`config.mk`:
```
export PLATFORM = sky130hd
export DESIGN_NAME = ring_johnson_counter
export DESIGN_NICKNAME = d
export VERILOG_FILES = /design/src/rtl/ring_johnson_counter.sv
export SDC_FILE = /design/constraint.sdc
export NUM_CORES = 1
export LEC_CHECK = 0
export ABC_AREA = 1
export CORE_AREA = 2 2 43 45
export CTS_CLUSTER_SIZE = 24
export DETAILED_ROUTE_END_ITERATION = 8
export DIE_AREA = 0 0 45 47
export GPL_TIMING_DRIVEN = 0
export PLACE_DENSITY = 0.79
export SYNTH_ARGS = -nofsm -noshare
export SYNTH_HDL_FRONTEND = slang
export SYNTH_SLANG_ARGS = --single-unit
```
`constraint.sdc`:
```
create_clock -name clk -period 6.3 [get_ports clk]
set_input_delay 1.26 -clock clk [delete_from_list [all_inputs] [get_ports clk]]
set_output_delay 1.26 -clock clk [all_outputs]
set_load 0.01 [all_outputs]
```
`src/rtl/ring_johnson_counter.sv`:
```
// ---------------------------------------------------------------------------
// ring_johnson_counter
//
// Purpose:
//   N-bit shift counter that runs either as a one-hot ring (N phases) or as
//   a Johnson / twisted ring (2N phases), in either direction. A binary
//   phase index is kept alongside the shift register, a one-cycle pulse
//   flags every modulo wrap, and any illegal register pattern is replaced
//   by the seed of the active mode with a one-cycle error pulse.
//
// Parameters:
//   N      register width, 2..64 (default 4)
//   CW     derived width of the phase index, $clog2(2*N)
//
// Ports:
//   clk    in   1   rising-edge clock, the only timing reference
//   rst_n  in   1   synchronous active-low reset
//   start  in   1   reload the seed of the active mode
//   en     in   1   step enable
//   mode   in   1   requested mode: 0 ring, 1 Johnson
//   dir    in   1   step direction: 0 up, 1 down
//   qout   out  N   shift register
//   count  out  CW  binary phase index of qout (registered)
//   wrap   out  1   registered pulse after a modulo wrap
//   err    out  1   registered pulse after an illegal state was corrected
// ---------------------------------------------------------------------------
module ring_johnson_counter #(
    parameter  int N  = 4,
    localparam int CW = $clog2(2 * N)
) (
    input  logic          clk,
    input  logic          rst_n,
    input  logic          start,
    input  logic          en,
    input  logic          mode,
    input  logic          dir,
    output logic [N-1:0]  qout,
    output logic [CW-1:0] count,
    output logic          wrap,
    output logic          err
);

    typedef enum logic {
        MODE_RING    = 1'b0,
        MODE_JOHNSON = 1'b1
    } mode_e;

    // One action is selected per cycle; the order of the checks in the
    // decoder below is the priority order (reset is handled in the flop).
    typedef enum logic [2:0] {
        ACT_START,
        ACT_MODE,
        ACT_FIX,
        ACT_STEP,
        ACT_HOLD
    } act_e;

    // -----------------------------------------------------------------------
    // State
    // -----------------------------------------------------------------------
    mode_e         r_mode_q;
    logic [N-1:0]  r_qout;
    logic [CW-1:0] r_count;
    logic          r_wrap;
    logic          r_err;

    // -----------------------------------------------------------------------
    // Combinational helpers
    // -----------------------------------------------------------------------
    mode_e         w_mode_req;
    logic          w_legal;
    logic [CW-1:0] w_last;
    logic [N-1:0]  w_step_q;
    logic [CW-1:0] w_step_count;
    logic          w_step_wrap;
    act_e          w_act;

    function automatic logic [N-1:0] f_seed(input mode_e m);
        logic [N-1:0] s;
        s = '0;
        if (m == MODE_RING) begin
            s[0] = 1'b1;
        end
        return s;
    endfunction

    // A Johnson pattern is a block of ones anchored at one end and zeros at
    // the other, so it has at most one 0/1 boundary between adjacent bits.
    // That covers the all-zero and all-one patterns plus 2(N-1) others,
    // exactly the 2N legal phases.
    function automatic logic f_johnson_legal(input logic [N-1:0] q);
        int unsigned edges;
        edges = 0;
        for (int unsigned i = 1; i < N; i++) begin
            if (q[i] != q[i-1]) begin
                edges++;
            end
        end
        return (edges <= 1);
    endfunction

    function automatic logic f_ring_legal(input logic [N-1:0] q);
        return $onehot(q);
    endfunction

    assign w_mode_req = mode_e'(mode);

    always_comb begin
        if (r_mode_q == MODE_RING) begin
            w_legal = f_ring_legal(r_qout);
            w_last  = CW'(N - 1);
        end else begin
            w_legal = f_johnson_legal(r_qout);
            w_last  = CW'(2 * N - 1);
        end
    end

    // Next register pattern for an enabled step.
    always_comb begin
        w_step_q = r_qout;
        if (r_mode_q == MODE_RING) begin
            if (dir) begin
                w_step_q = {r_qout[0], r_qout[N-1:1]};
            end else begin
                w_step_q = {r_qout[N-2:0], r_qout[N-1]};
            end
        end else begin
            if (dir) begin
                w_step_q = {~r_qout[0], r_qout[N-1:1]};
            end else begin
                w_step_q = {r_qout[N-2:0], ~r_qout[N-1]};
            end
        end
    end

    // Phase index follows the register arithmetically; wrap is raised when
    // the index crosses between its last value and zero in either direction.
    always_comb begin
        w_step_count = r_count;
        w_step_wrap  = 1'b0;
        if (!dir) begin
            if (r_count == w_last) begin
                w_step_count = '0;
                w_step_wrap  = 1'b1;
            end else begin
                w_step_count = r_count + 1'b1;
            end
        end else begin
            if (r_count == '0) begin
                w_step_count = w_last;
                w_step_wrap  = 1'b1;
            end else begin
                w_step_count = r_count - 1'b1;
            end
        end
    end

    // The legality check runs every cycle, independent of en, so a corrupt
    // register is repaired even while the counter is parked.
    always_comb begin
        if (start) begin
            w_act = ACT_START;
        end else if (w_mode_req != r_mode_q) begin
            w_act = ACT_MODE;
        end else if (!w_legal) begin
            w_act = ACT_FIX;
        end else if (en) begin
            w_act = ACT_STEP;
        end else begin
            w_act = ACT_HOLD;
        end
    end

    // -----------------------------------------------------------------------
    // Registers
    // -----------------------------------------------------------------------
    always_ff @(posedge clk) begin
        if (!rst_n) begin
            r_mode_q <= MODE_RING;
            r_qout   <= f_seed(MODE_RING);
            r_count  <= '0;
            r_wrap   <= 1'b0;
            r_err    <= 1'b0;
        end else begin
            case (w_act)
                ACT_START: begin
                    r_qout  <= f_seed(r_mode_q);
                    r_count <= '0;
                    r_wrap  <= 1'b0;
                    r_err   <= 1'b0;
                end
                ACT_MODE: begin
                    r_mode_q <= w_mode_req;
                    r_qout   <= f_seed(w_mode_req);
                    r_count  <= '0;
                    r_wrap   <= 1'b0;
                    r_err    <= 1'b0;
                end
                ACT_FIX: begin
                    r_qout  <= f_seed(r_mode_q);
                    r_count <= '0;
                    r_wrap  <= 1'b0;
                    r_err   <= 1'b1;
                end
                ACT_STEP: begin
                    r_qout  <= w_step_q;
                    r_count <= w_step_count;
                    r_wrap  <= w_step_wrap;
                    r_err   <= 1'b0;
                end
                default: begin
                    r_wrap <= 1'b0;
                    r_err  <= 1'b0;
                end
            endcase
        end
    end

    // -----------------------------------------------------------------------
    // Outputs come straight from flops
    // -----------------------------------------------------------------------
    assign qout  = r_qout;
    assign count = r_count;
    assign wrap  = r_wrap;
    assign err   = r_err;

endmodule

```
-- Word level (Yosys, flattened, before mapping)
Index checks and enable logic that the tools add are counted.
- register bits after elaboration: 10
- word-level logic and storage cells: 57
- $add $sub $neg: 7
- order comparisons: 1
- eq/ne operators: 9
- multiplexer cells: 26
- bitwise logic cells: 2
- reduce and logical (&&, ||, !) cells: 7
- operators by type and width (cell ; number):
    32-bit two-way mux ; 5
    32-bit by 1-bit adder with 32-bit output (second input constant) ; 2
    32-bit by 1-bit <= comparator with 1-bit output (second input constant) ; 1
    3-bit two-way mux ; 8
    4-bit two-way mux ; 3
    4-bit case mux with 3 select lines ; 1
    1-bit two-way mux ; 8
    3-bit by 1-bit equality test with 1-bit output (second input constant) ; 2
    3-bit by 2-bit equality test with 1-bit output (second input constant) ; 2
    3-bit zero test ; 2
    3-bit case mux with 2 select lines ; 1
    1-bit by 1-bit adder with 2-bit output ; 2
    1-bit inequality test ; 4
    2-bit by 2-bit adder with 3-bit output ; 1
    3-bit by 1-bit adder with 3-bit output (second input constant) ; 1
    3-bit equality test ; 1
    3-bit nonzero test ; 1
    3-bit OR reduction ; 1
    3-bit by 1-bit subtractor with 3-bit output (second input constant) ; 1
    1-bit NOT ; 2
    2-bit AND reduction ; 1
    2-bit nonzero test ; 1
    2-bit OR reduction ; 1

-- Logic depth before layout (Yosys ltp)
Gate-level depths: netlist of the first run.
- depth after elaboration: 17
- gate-level depth with buffers: 17
- gate-level depth less buffers: 16

-- Worst setup path before layout of the first run
Ideal clock, no wire load.
- path type: register -> register
- start: reg r_qout[0], in the netlist qout[0]
- end: reg r_qout[0], in the netlist qout[0]
- library setup time: 0.116 ns
- arrival time: 2.234 ns
- slack: 3.950 ns
- stages on the path, launching flop included: 14
- cells stage by stage: dfxtp_1 -> inv_1 -> fa_1 -> inv_1 -> ha_1 -> ha_1 -> inv_1 -> nand2_1 -> o21ai_1 -> nand3_2 -> nor2_4 -> nand2_2 -> nand2_1 -> nand2_1
- cells in the longest elaborated chain, start to end: 17
- ends and longest elaborated chain (element ; RTL line ; source):
    start: declaration ; 62 ; logic [N-1:0] r_qout;
    start signal: assignment ; 180 ; r_qout <= f_seed(MODE_RING);
    start signal: assignment ; 187 ; r_qout <= f_seed(r_mode_q);
    start signal: assignment ; 194 ; r_qout <= f_seed(w_mode_req);
    1-bit inequality test ; 95 ; if (q[i] != q[i-1]) begin
    1-bit two-way mux ; 95 ;
    32-bit two-way mux ; 109 ; if (r_mode_q == MODE_RING) begin
    32-bit by 1-bit adder with 32-bit output ; 96 ; edges++;
    32-bit two-way mux ; 95 ;
    32-bit two-way mux ; 109 ;
    32-bit by 1-bit adder with 32-bit output ; 96 ;
    32-bit two-way mux ; 95 ;
    32-bit two-way mux ; 109 ;
    32-bit by 1-bit <= comparator with 1-bit output ; 99 ; return (edges <= 1);
    1-bit two-way mux * ; 109 ;
    3-bit two-way mux * ; 165 ; end else if (!w_legal) begin
    3-bit two-way mux * ; 163 ; end else if (w_mode_req != r_mode_q) begin
    3-bit two-way mux * ; 161 ; if (start) begin
    3-bit by 2-bit equality test with 1-bit output / 3-bit zero test (equally long branches) ; 185 ; case (w_act)
    2-bit OR reduction (no source line) ; -- ;
    4-bit case mux with 3 select lines / 3-bit nonzero test (equally long branches) ; -- ;
Mark *: on every way between the ends. The rest lies on a longest branch, timed or not. The select of a mux whose other input is x is not followed.
A chain may end at the register's enable or synchronous reset.

-- Worst setup path after layout of the first run
- start: reg r_qout[3], in the netlist qout[3]
- end: out qout[3]
- RTL lines (element ; RTL line ; source):
    end: declaration ; 37 ; output logic [N-1:0] qout,
No word-level cell between the ends.

==> out/results.tsv, run 1 <==
metric	value	unit
status	finished clean	
tns	0	ns
drt-initial-drc-count	12	
hp-class	flop to flop	
drive_above_1_share	0.229	
cp_num_buf_inv	1	
gp_congestion	0.779	
vias	800	
drv_slew	0	
postRouteAntennaNets	0	
cts_hold_buf	0	
p_per_area	171	nW/um^2
initial_core_util	0.517	
drc	0	
final_cell_mix	nand2_1, inv_1, clkdlybuf4s50_1	
worst_slew_pin_slew	0.342	ns
final_common_cell	nand2_1	
dp_worst_setup_slack	3.57	ns
syn_avg_cell_area	7.56	sq um
cts_tree	built	
avgViaCountPerCell	5.41	
synth_nets	127	
period_needed	2.62	ns
port_buffers	14	
grt_pass1_vias	734	
cts_root_buf	clkbuf_4	
start_kind	flop	
grt_pass1_wl	2.91	mm
antenna_found_initial	0	
hpwl	1.46	mm
cpPeakStageDelay	0.59	ns
coreArea	1650	sq um
grt_max_degree	9	
clk_pin_slew	0.08	ns
cts_resized	0	
hold_viol_final	0	
grt_usage	0.190	
crit_family	buffers and inverters	
crit_path_max_fanout	7	
max_slew_margin	0.770	
crit_chain	clkdlybuf4s50_1	
die_area	2120	sq um
place_area	1020	sq um
first_pass_iters	4	
ir_drop	0.115	mV
cts_buffers	3	
post_cts_buffers	0	
fmax	382	MHz
cts_sinks	10	
stdcell_count	148	
leakagePower	0.503	nW
wl	1.83	mm
yosysUniqueCellTypes	29	
rsz0062_at_grt	false	
setup_viol	0	
clk_latency	0.28	ns
final_area	1050	sq um
drv_cap	0	
cts_htree_levels	1	
synthCells	113	
critical_path_class	flop to output port	
io_pins	15	
crit_slowest_cell	clkdlybuf4s50_1	
ys_warn_count	0	
die_x	45	um
die_h	47	um
rows	15	
dp_cells	144	
fin_crit_sh	0.415	
final.setup.worst_slack	3.68	ns
layout.nets	146	
finClkSkew	0.00372	ns
critPathRequiredTime	5.04	ns
overflow	0	
post-route-util	0.637	
synth_seq_cells	10	
areaGrowthSynthToFinish	23.1	%
worstPathArrival	1.36	ns
clk_path_buf_depth	2	
crit_path_end_kind	output port	
drt-wirelength-per-cell	12.4	um
antenna_cells	0	
yosysSeqAreaShare	0.234	
synth_area	855	sq um
-- logic make-up after synthesis --
family          Yosys count  share of synthesized area
compound gates           24                      0.209
xor+xnor                  4                     0.0498
buf+inv                  22                      0.102
flops                    10                      0.234
simple gates             45                      0.278
fa+ha+maj                 8                      0.126
-- per-stage QoR --
step	power (W)	hold slack, ns
after floorplan	0.000104	0.525
after global placement	0.000117	0.499
after detailed placement	0.000120	0.509
after CTS	0.000180	0.520
after global routing	0.000187	0.536
final	0.000180	0.519
-- layer usage --
metal | GRT usage | vias to the layer above | part of all wire
met3 | 0.0269 | 4 | 0.034
met1 | 0.227 | 371 | 0.45
met4 | 0.0706 | 0 | 0.015
li1 | - | 404 | -
met5 | 0 | - | 0
met2 | 0.346 | 21 | 0.50
-- cell usage after synthesis --
cell | count | area [sq um]
a211oi_1 | 1 | 7.51
a21o_1 | 1 | 7.51
a21oi_1 | 4 | 20.0
a31oi_1 | 1 | 6.26
buf_4 | 1 | 7.51
clkinv_2 | 1 | 5.00
dfxtp_1 | 10 | 200
fa_1 | 1 | 20.0
ha_1 | 7 | 87.6
inv_1 | 15 | 56.3
inv_2 | 5 | 18.8
nand2_1 | 24 | 90.1
nand2_2 | 3 | 18.8
nand2_4 | 1 | 11.3
nand3_1 | 7 | 35.0
nand3_2 | 2 | 20.0
nor2_1 | 4 | 15.0
nor2_4 | 1 | 11.3
nor2_8 | 1 | 20.0
nor3_2 | 1 | 10.0
o211ai_2 | 4 | 50.1
o21ai_0 | 4 | 20.0
o21ai_1 | 2 | 10.0
o21ai_2 | 5 | 43.8
o22ai_1 | 1 | 6.26
o31ai_1 | 1 | 7.51
or2_1 | 1 | 6.26
xor2_1 | 3 | 26.3
xor2_2 | 1 | 16.3
-- power by group --
part | total, W | internal, W | switching, W
Clock | 0.0000611 | 0.0000352 | 0.0000259
Sequential | 0.0000693 | 0.0000657 | 0.00000359
Combinational | 0.0000495 | 0.0000197 | 0.0000297
Total | 0.000180 | 0.000121 | 0.0000593
-- final cells by class --
cell class	instances	area [sq um]
buffer	1	7.51
clock buffer	4	36.3
fill	144	599
inverter	21	80.1
multi-input combinational	81	567
sequential	10	200
tap	17	21.3
timing repair buffer	14	140
-- sequential cells by signal, summed over array words and instances (netlist names) --
register  count
count         3
err           1
qout          4
r_mode_q      1
wrap          1
-- path summary, 6_finish.rpt --
kind,from,cells past startpoint,endpoint,slack (ns)
setup / recovery,qout[3]$_SDFFE_PN0P_,1,qout[3],3.68
hold / removal,count[1]$_SDFFE_PN0P_,2,count[1]$_SDFFE_PN0P_,0.52
setup reg to reg,qout[0]$_SDFFE_PN1P_,13,qout[0]$_SDFFE_PN1P_,3.78
hold reg to reg,count[1]$_SDFFE_PN0P_,2,count[1]$_SDFFE_PN0P_,0.52
No activity file was read; power rests on OpenSTA's default activity.
==> run 2, diff against run 1 <==
--- a/config.mk
+++ b/config.mk
@@ -6,12 +6,12 @@
 export NUM_CORES = 1
 export LEC_CHECK = 0
 export ABC_AREA = 1
-export CORE_AREA = 2 2 43 45
+export CORE_AREA = 2 2 47 49
 export CTS_CLUSTER_SIZE = 24
 export DETAILED_ROUTE_END_ITERATION = 8
-export DIE_AREA = 0 0 45 47
+export DIE_AREA = 0 0 49 51
 export GPL_TIMING_DRIVEN = 0
-export PLACE_DENSITY = 0.79
+export PLACE_DENSITY = 0.7
 export SYNTH_ARGS = -nofsm -noshare
 export SYNTH_HDL_FRONTEND = slang
 export SYNTH_SLANG_ARGS = --single-unit
==> constraint.sdc (replaced) <==
create_clock -name clk -period 2.3 [get_ports clk]
set_input_delay 0.46 -clock clk [delete_from_list [all_inputs] [get_ports clk]]
set_output_delay 0.46 -clock clk [all_outputs]
set_load 0.01 [all_outputs]
==> run 2 against run 1 <==
Non-clock buffer count is 4 higher. Cell count rose by 10%. Die area rose by 18%. Core utilization is 6.9 points lower. Final area grew 11%. Critical endpoint is now qout[3]$_SDFFE_PN0P_. Critical path depth increased by 13. Clock power grew to 2.7 times the previous value. Global-route usage is 3.1 points lower. Clock skew fell by 0.0031 ns. Largest power group unchanged. Routed wire length is 0.98% lower. Setup slack lost 3.6 ns.
==> out/results.tsv, run 2 (synthesis gave the netlist of run 1 again) <==
metric	value	unit	change
wl	1.81	mm	-0.98%
avgViaCountPerCell	4.83		-11%
die_area	2500	sq um	+18%
drv_cap	0		unchanged
critical_path_class	flop to flop		
drv_slew	0		unchanged
p_int	0.000346	W	+190%
rsz0062_at_grt	false		
min_from	count[1]$_SDFFE_PN0P_		
max_slew_margin	0.656		-0.114
r2r_cells	14		+1
final_cell_mix	nand2_1, clkdlybuf4s50_1, inv_1		
drt-wirelength-per-cell	11.1	um	-10%
tns	0	ns	unchanged
setup_viol	0		unchanged
status	finished clean		
p_per_area	441	nW/um^2	+160%
clk_pin_slew	0.07	ns	about the same
reg2reg_to	qout[3]$_SDFFE_PN0P_		
cpPeakStageDelay	0.54	ns	-0.05 ns
period_needed	2.20	ns	
cts_root_buf	clkbuf_4		
die_h	51	um	+8.5%
rows	17		+2
drc	0		unchanged
final_common_cell	nand2_1		
cts_sinks	10		unchanged
coreArea	2060	sq um	+25%
crit_path_end_kind	flop		
dp_worst_setup_slack	-0.162	ns	-3.73 ns
grt_pass1_vias	763		+4.0%
overflow	0		unchanged
fmax	454	MHz	
antenna_cells	0		unchanged
cts_buffers	3		unchanged
clk_latency	0.27	ns	about the same
combPwrFrac	0.321		+0.046
grt_pass1_wl	3.12	mm	+7.1%
port_buffers	14		unchanged
antenna_found_initial	0		unchanged
first_pass_iters	4		unchanged
clk_path_buf_depth	2		unchanged
r2r-start	qout[3]$_SDFFE_PN0P_		
crit_slowest_cell	fa_1		
critPathRequiredTime	2.50	ns	-2.54 ns
initial_core_util	0.414		-0.103
p_switching	0.000171	W	+190%
die_x	49	um	+8.9%
total_power	0.000517	W	+190%
cts_hold_buf	0		unchanged
final.setup.worst_slack	0.0978	ns	-3.58 ns
grt_max_degree	9		unchanged
met1_usage	0.200		-0.0268
postRouteAntennaNets	0		unchanged
crit_family	adder cells		
layout.nets	150		+2.7%
p_seq_frac	0.361		-0.024
grt_usage	0.159		-0.0312
worstPathArrival	2.40	ns	+1.04 ns
areaGrowthSynthToFinish	37.2	%	
r2r_slack	0.1	ns	-3.68 ns
grtUsageMet3	0.0380		+0.0111
gr-max-usage-layer	met2		
leakagePower	0.530	nW	+5.4%
cp_num_buf_inv	4		+3
whs_endpoint	count[1]$_SDFFE_PN0P_		
io_pins	15		unchanged
met2_usage	0.272		-0.0740
swShare	0.332		+0.00217
hold_depth	2		unchanged
vias	787		-1.6%
fin_crit_sh	0.957		
crit_path_max_fanout	5		-2
hp-class	flop to flop		
ir_drop	0.351	mV	+210%
critical_path_cell_count	14		+13
crit_chain	inv_4 -> fa_1 -> inv_2 -> ha_4 -> ha_4 -> inv_2 -> nand2_2 -> o21ai_4 -> nand2_2 -> clkinv_4 -> nand2_8 -> nor2_8 -> o211ai_2 -> o21ai_2		
finClkSkew	0.000607	ns	-0.00311 ns
cts_htree_levels	1		unchanged
cts_tree	built		
worst_slew_pin_slew	0.513	ns	+0.171 ns
drive_above_1_share	0.341		+0.112
largest_reg_flops	4		unchanged
hold_viol_final	0		unchanged
gp_congestion	0.802		+2.9%
start_kind	flop		
hpwl	1.37	mm	-5.9%
p_clk_frac	0.319		-0.021
drt-initial-drc-count	10		-2
## run 2: cell types whose count changed in the layout (fill, tap and decap cells not counted), sizes merged
cell,change
buf,+4
## run 2: through the flow
step | hold WS (ns) | cell area, sq um | cells | util
CTS | 0.517 | 1130 | 163 | 0.549
global placement | 0.496 | 1030 | 155 | 0.502
global route | 0.543 | 1170 | 163 | 0.568
finish | 0.510 | 1170 | 163 | 0.568
floorplan | 0.517 | 860 | 113 | -
detailed placement | 0.507 | 1030 | 155 | 0.502
## run 2: power by group through the flow
| stage | Combinational [W] | Sequential (W) | Clock [W] |
|---|---|---|---|
| floorplan | 0.0000907 | 0.000195 | 0 |
| global placement | 0.000129 | 0.000194 | 0 |
| detailed placement | 0.000132 | 0.000194 | 0 |
| CTS | 0.000150 | 0.000186 | 0.000166 |
| global route | 0.000185 | 0.000188 | 0.000176 |
| finish | 0.000166 | 0.000186 | 0.000165 |
## run 2: timing repair
action / 4_1_cts / 5_1_grt
buffers inserted: 4 / 0
pin swaps: 4 / 7
resized for setup: 10 / 9
endpoints found under the setup margin: 8 / 7
## run 2: per-layer routing
metal,routed length (um),vias up
li1,-,415
met1,847,356
met2,895,14
met3,59,2
met4,12,0
met5,0,-
## run 2: layout make-up
type / count / area (sq um)
buffer: 1 / 7.51
clock buffer: 4 / 36.3
fill: 197 / 891
inverter: 21 / 86.3
multi-input combinational: 81 / 624
sequential: 10 / 209
tap: 28 / 35.0
timing repair buffer: 18 / 174
## run 2: worst max path at each step
| stage | startpoint | endpoint | slack [ns] |
|---|---|---|---|
| 3_5_place_dp | qout[3]$_SDFFE_PN0P_ | qout[0]$_SDFFE_PN1P_ | -0.16 |
| 2_1_floorplan | qout[3]$_SDFFE_PN0P_ | qout[0]$_SDFFE_PN1P_ | 0.007 |
| 4_1_cts | qout[0]$_SDFFE_PN1P_ | qout[3]$_SDFFE_PN0P_ | 0.01 |
| 3_3_place_gp | qout[3]$_SDFFE_PN0P_ | qout[0]$_SDFFE_PN1P_ | -0.10 |
| 5_1_grt | qout[3]$_SDFFE_PN0P_ | qout[3]$_SDFFE_PN0P_ | 0.002 |
| 6_report | qout[3]$_SDFFE_PN0P_ | qout[3]$_SDFFE_PN0P_ | 0.1 |
## run 2: worst register-to-register path, stage by stage (launching register included)
cell and delay, ns:
dfxtp_4 0.36, inv_4 0.04, fa_1 0.54, inv_2 0.05, ha_4 0.16, ha_4 0.21
inv_2 0.05, nand2_2 0.06, o21ai_4 0.14, nand2_2 0.10, clkinv_4 0.08, nand2_8 0.05
nor2_8 0.14, o211ai_2 0.10, o21ai_2 0.07
==> patch: new RTL, settings of run 1 <==
Add an input register stage for `start`, `en`, `mode` and `dir`, with the module's reset; this delays them by one clock. Comments in the files are not updated.
--- a/src/rtl/ring_johnson_counter.sv
+++ b/src/rtl/ring_johnson_counter.sv
@@ -55,6 +55,25 @@
         ACT_HOLD
     } act_e;
 
+    logic start_q;
+    logic en_q;
+    logic mode_q;
+    logic dir_q;
+
+    always_ff @(posedge clk) begin
+        if (!rst_n) begin
+            start_q <= '0;
+            en_q    <= '0;
+            mode_q  <= '0;
+            dir_q   <= '0;
+        end else begin
+            start_q <= start;
+            en_q    <= en;
+            mode_q  <= mode;
+            dir_q   <= dir;
+        end
+    end
+
     // -----------------------------------------------------------------------
     // State
     // -----------------------------------------------------------------------
@@ -103,7 +122,7 @@
         return $onehot(q);
     endfunction
 
-    assign w_mode_req = mode_e'(mode);
+    assign w_mode_req = mode_e'(mode_q);
 
     always_comb begin
         if (r_mode_q == MODE_RING) begin
@@ -119,13 +138,13 @@
     always_comb begin
         w_step_q = r_qout;
         if (r_mode_q == MODE_RING) begin
-            if (dir) begin
+            if (dir_q) begin
                 w_step_q = {r_qout[0], r_qout[N-1:1]};
             end else begin
                 w_step_q = {r_qout[N-2:0], r_qout[N-1]};
             end
         end else begin
-            if (dir) begin
+            if (dir_q) begin
                 w_step_q = {~r_qout[0], r_qout[N-1:1]};
             end else begin
                 w_step_q = {r_qout[N-2:0], ~r_qout[N-1]};
@@ -138,7 +157,7 @@
     always_comb begin
         w_step_count = r_count;
         w_step_wrap  = 1'b0;
-        if (!dir) begin
+        if (!dir_q) begin
             if (r_count == w_last) begin
                 w_step_count = '0;
                 w_step_wrap  = 1'b1;
@@ -158,13 +177,13 @@
     // The legality check runs every cycle, independent of en, so a corrupt
     // register is repaired even while the counter is parked.
     always_comb begin
-        if (start) begin
+        if (start_q) begin
             w_act = ACT_START;
         end else if (w_mode_req != r_mode_q) begin
             w_act = ACT_MODE;
         end else if (!w_legal) begin
             w_act = ACT_FIX;
-        end else if (en) begin
+        end else if (en_q) begin
             w_act = ACT_STEP;
         end else begin
             w_act = ACT_HOLD;
Function: changed (a bounded check fails within 4 cycles, from zero or initial values and one cycle with rst_n low).
==> patch against run 1 <==
  * Cell area up 2.0%
  * Sequential cell count up 4
  * Die area unchanged
  * Register-to-register slack better by 0.08 ns
  * Global-route usage up 2.4 points
  * Setup slack worse by 0.041 ns
  * Power up 21%
  * Wire length down 1.0%
  * Synthesized area up 3.7%
==> patch: results (changes against run 1) <==
{| class="wikitable"
! Metric !! Value
|-
| Worst-case register-to-register setup slack || 3.86 ns (+0.08 ns)
|-
| Setup crit end || qout[2]
|-
| Number of global-route vias before repair || 856 (+17%)
|-
| PortBufs || 13 (-1)
|-
| Most area-consuming cells after synthesis || sky130_fd_sc_hd__dfxtp_1 32%, sky130_fd_sc_hd__nand2_1 12%, sky130_fd_sc_hd__ha_1 9.9%, sky130_fd_sc_hd__inv_1 9.3%, sky130_fd_sc_hd__nand3_1 4.5%
|-
| Final weighted congestion in routability-driven placement || 0.8083 (+3.8%)
|-
| Wire length on met1 || 776 um (-6.2%)
|-
| Unique cell type count in the Yosys netlist || 23 (-21%)
|-
| Number of stages on the worst hold path || 1 (-1)
|-
| Setup skew after layout || 0.001595 ns (-0.002123 ns)
|-
| P_leak || 0.0005286 uW (+5.2%)
|-
| Per-cell via count in the routed design || 5.333 (-1.3%)
|-
| First-pass GRT wire length || 3.339 mm (+15%)
|-
| Syn avg cell area || 6.921 um^2 (-8.5%)
|-
| Maximum ir drop on the vdd rail || 0.0001231 V (+7.3%)
|-
| Post-DR wirelength/cell || 11.19 um (-9.6%)
|-
| Total nets after synthesis || 142 (+12%)
|-
| Most common library cells after synthesis || 29 x sky130_fd_sc_hd__nand2_1, 22 x sky130_fd_sc_hd__inv_1, 14 x sky130_fd_sc_hd__dfxtp_1
|-
| Worst Tran Pin Value || 0.3285 ns (-0.01390 ns)
|-
| Startpoint of the most critical hold path || start_q
|-
| Outcome || finished, final reports clean
|-
| Met3 layer wire length in the routed design || 114 um (+84%)
|-
| Post-route insts no fill || 162 (+9.5%)
|-
| Sum of met2 wire segment lengths after detailed routing || 903 um (-1.1%)
|-
| Maximum number of pins on one net before global-route repair || 10 (+1)
|-
| Antenna-violating nets left || 0 (unchanged)
|-
| Dpl hpwl || 1.485 mm (+1.8%)
|-
| Worst hold slack || 0.4555 ns (-0.06382 ns)
|-
| Source of the critical timing path || qout[2]
|-
| Post-synthesis sequential area ratio || 0.3164 (+0.08212)
|}
## patch: cell count changes in the layout (fill, tap and decap cells not counted), moves of 3 or more
| cell | change |
|---|---|
| sky130_fd_sc_hd__o211ai_2 | -4 |
| sky130_fd_sc_hd__o21ai_2 | -5 |
| sky130_fd_sc_hd__nand2_1 | +5 |
| sky130_fd_sc_hd__dfxtp_1 | +4 |
| sky130_fd_sc_hd__inv_1 | +7 |
| sky130_fd_sc_hd__nor2_1 | +6 |
| sky130_fd_sc_hd__o211ai_1 | +4 |
| sky130_fd_sc_hd__nand4_1 | +3 |
## patch: layout make-up
| type | count | area [um^2] |
|---|---|---|
| repair buffers | 13 | 130.1 |
| flip-flops and latches | 14 | 280.3 |
| well taps | 17 | 21.27 |
| multi-input cells | 85 | 489.2 |
| plain buffers | 2 | 15.01 |
| fillers | 152 | 578.1 |
| inverters | 27 | 101.3 |
| clock buffers | 4 | 36.28 |
## patch: worst min-delay path by stage
stage,end
after CTS,r_mode_q
final,r_mode_q
after detailed placement,r_mode_q
after global placement,r_mode_q
after global routing,r_mode_q
after floorplan,r_mode_q
## patch: report_power, final
group,switching [uW],total [uW],internal (uW)
Combinational,31.5,54.8,23.3
Sequential,4.25,97.4,93.1
Clock,31.0,66.2,35.2
Total,66.7,218,152
## patch: per-stage QoR
stage,total power [uW],area [um^2]
6_report,218.3,1074
5_1_grt,234.5,1074
4_1_cts,218.6,1074
3_5_place_dp,154.1,1037
3_3_place_gp,151.5,1037
2_1_floorplan,136.7,885.9
## patch: logic make-up after synthesis
family,count (synthesis),synth area share
xor gates and xnor gates,2,0.02826
DFF,14,0.3164
adders and majority gates,8,0.1215
AOI/OAI and AO/OA,23,0.1525
buffers and inverters,29,0.1313
and+or+nand+nor,52,0.2500
## patch: per-layer routing
metal / global-route usage / vias up
met4: 0.09412 / 0
met3: 0.06154 / 4
met5: 0 / -
met2: 0.3743 / 25
met1: 0.2436 / 390
li1: - / 445
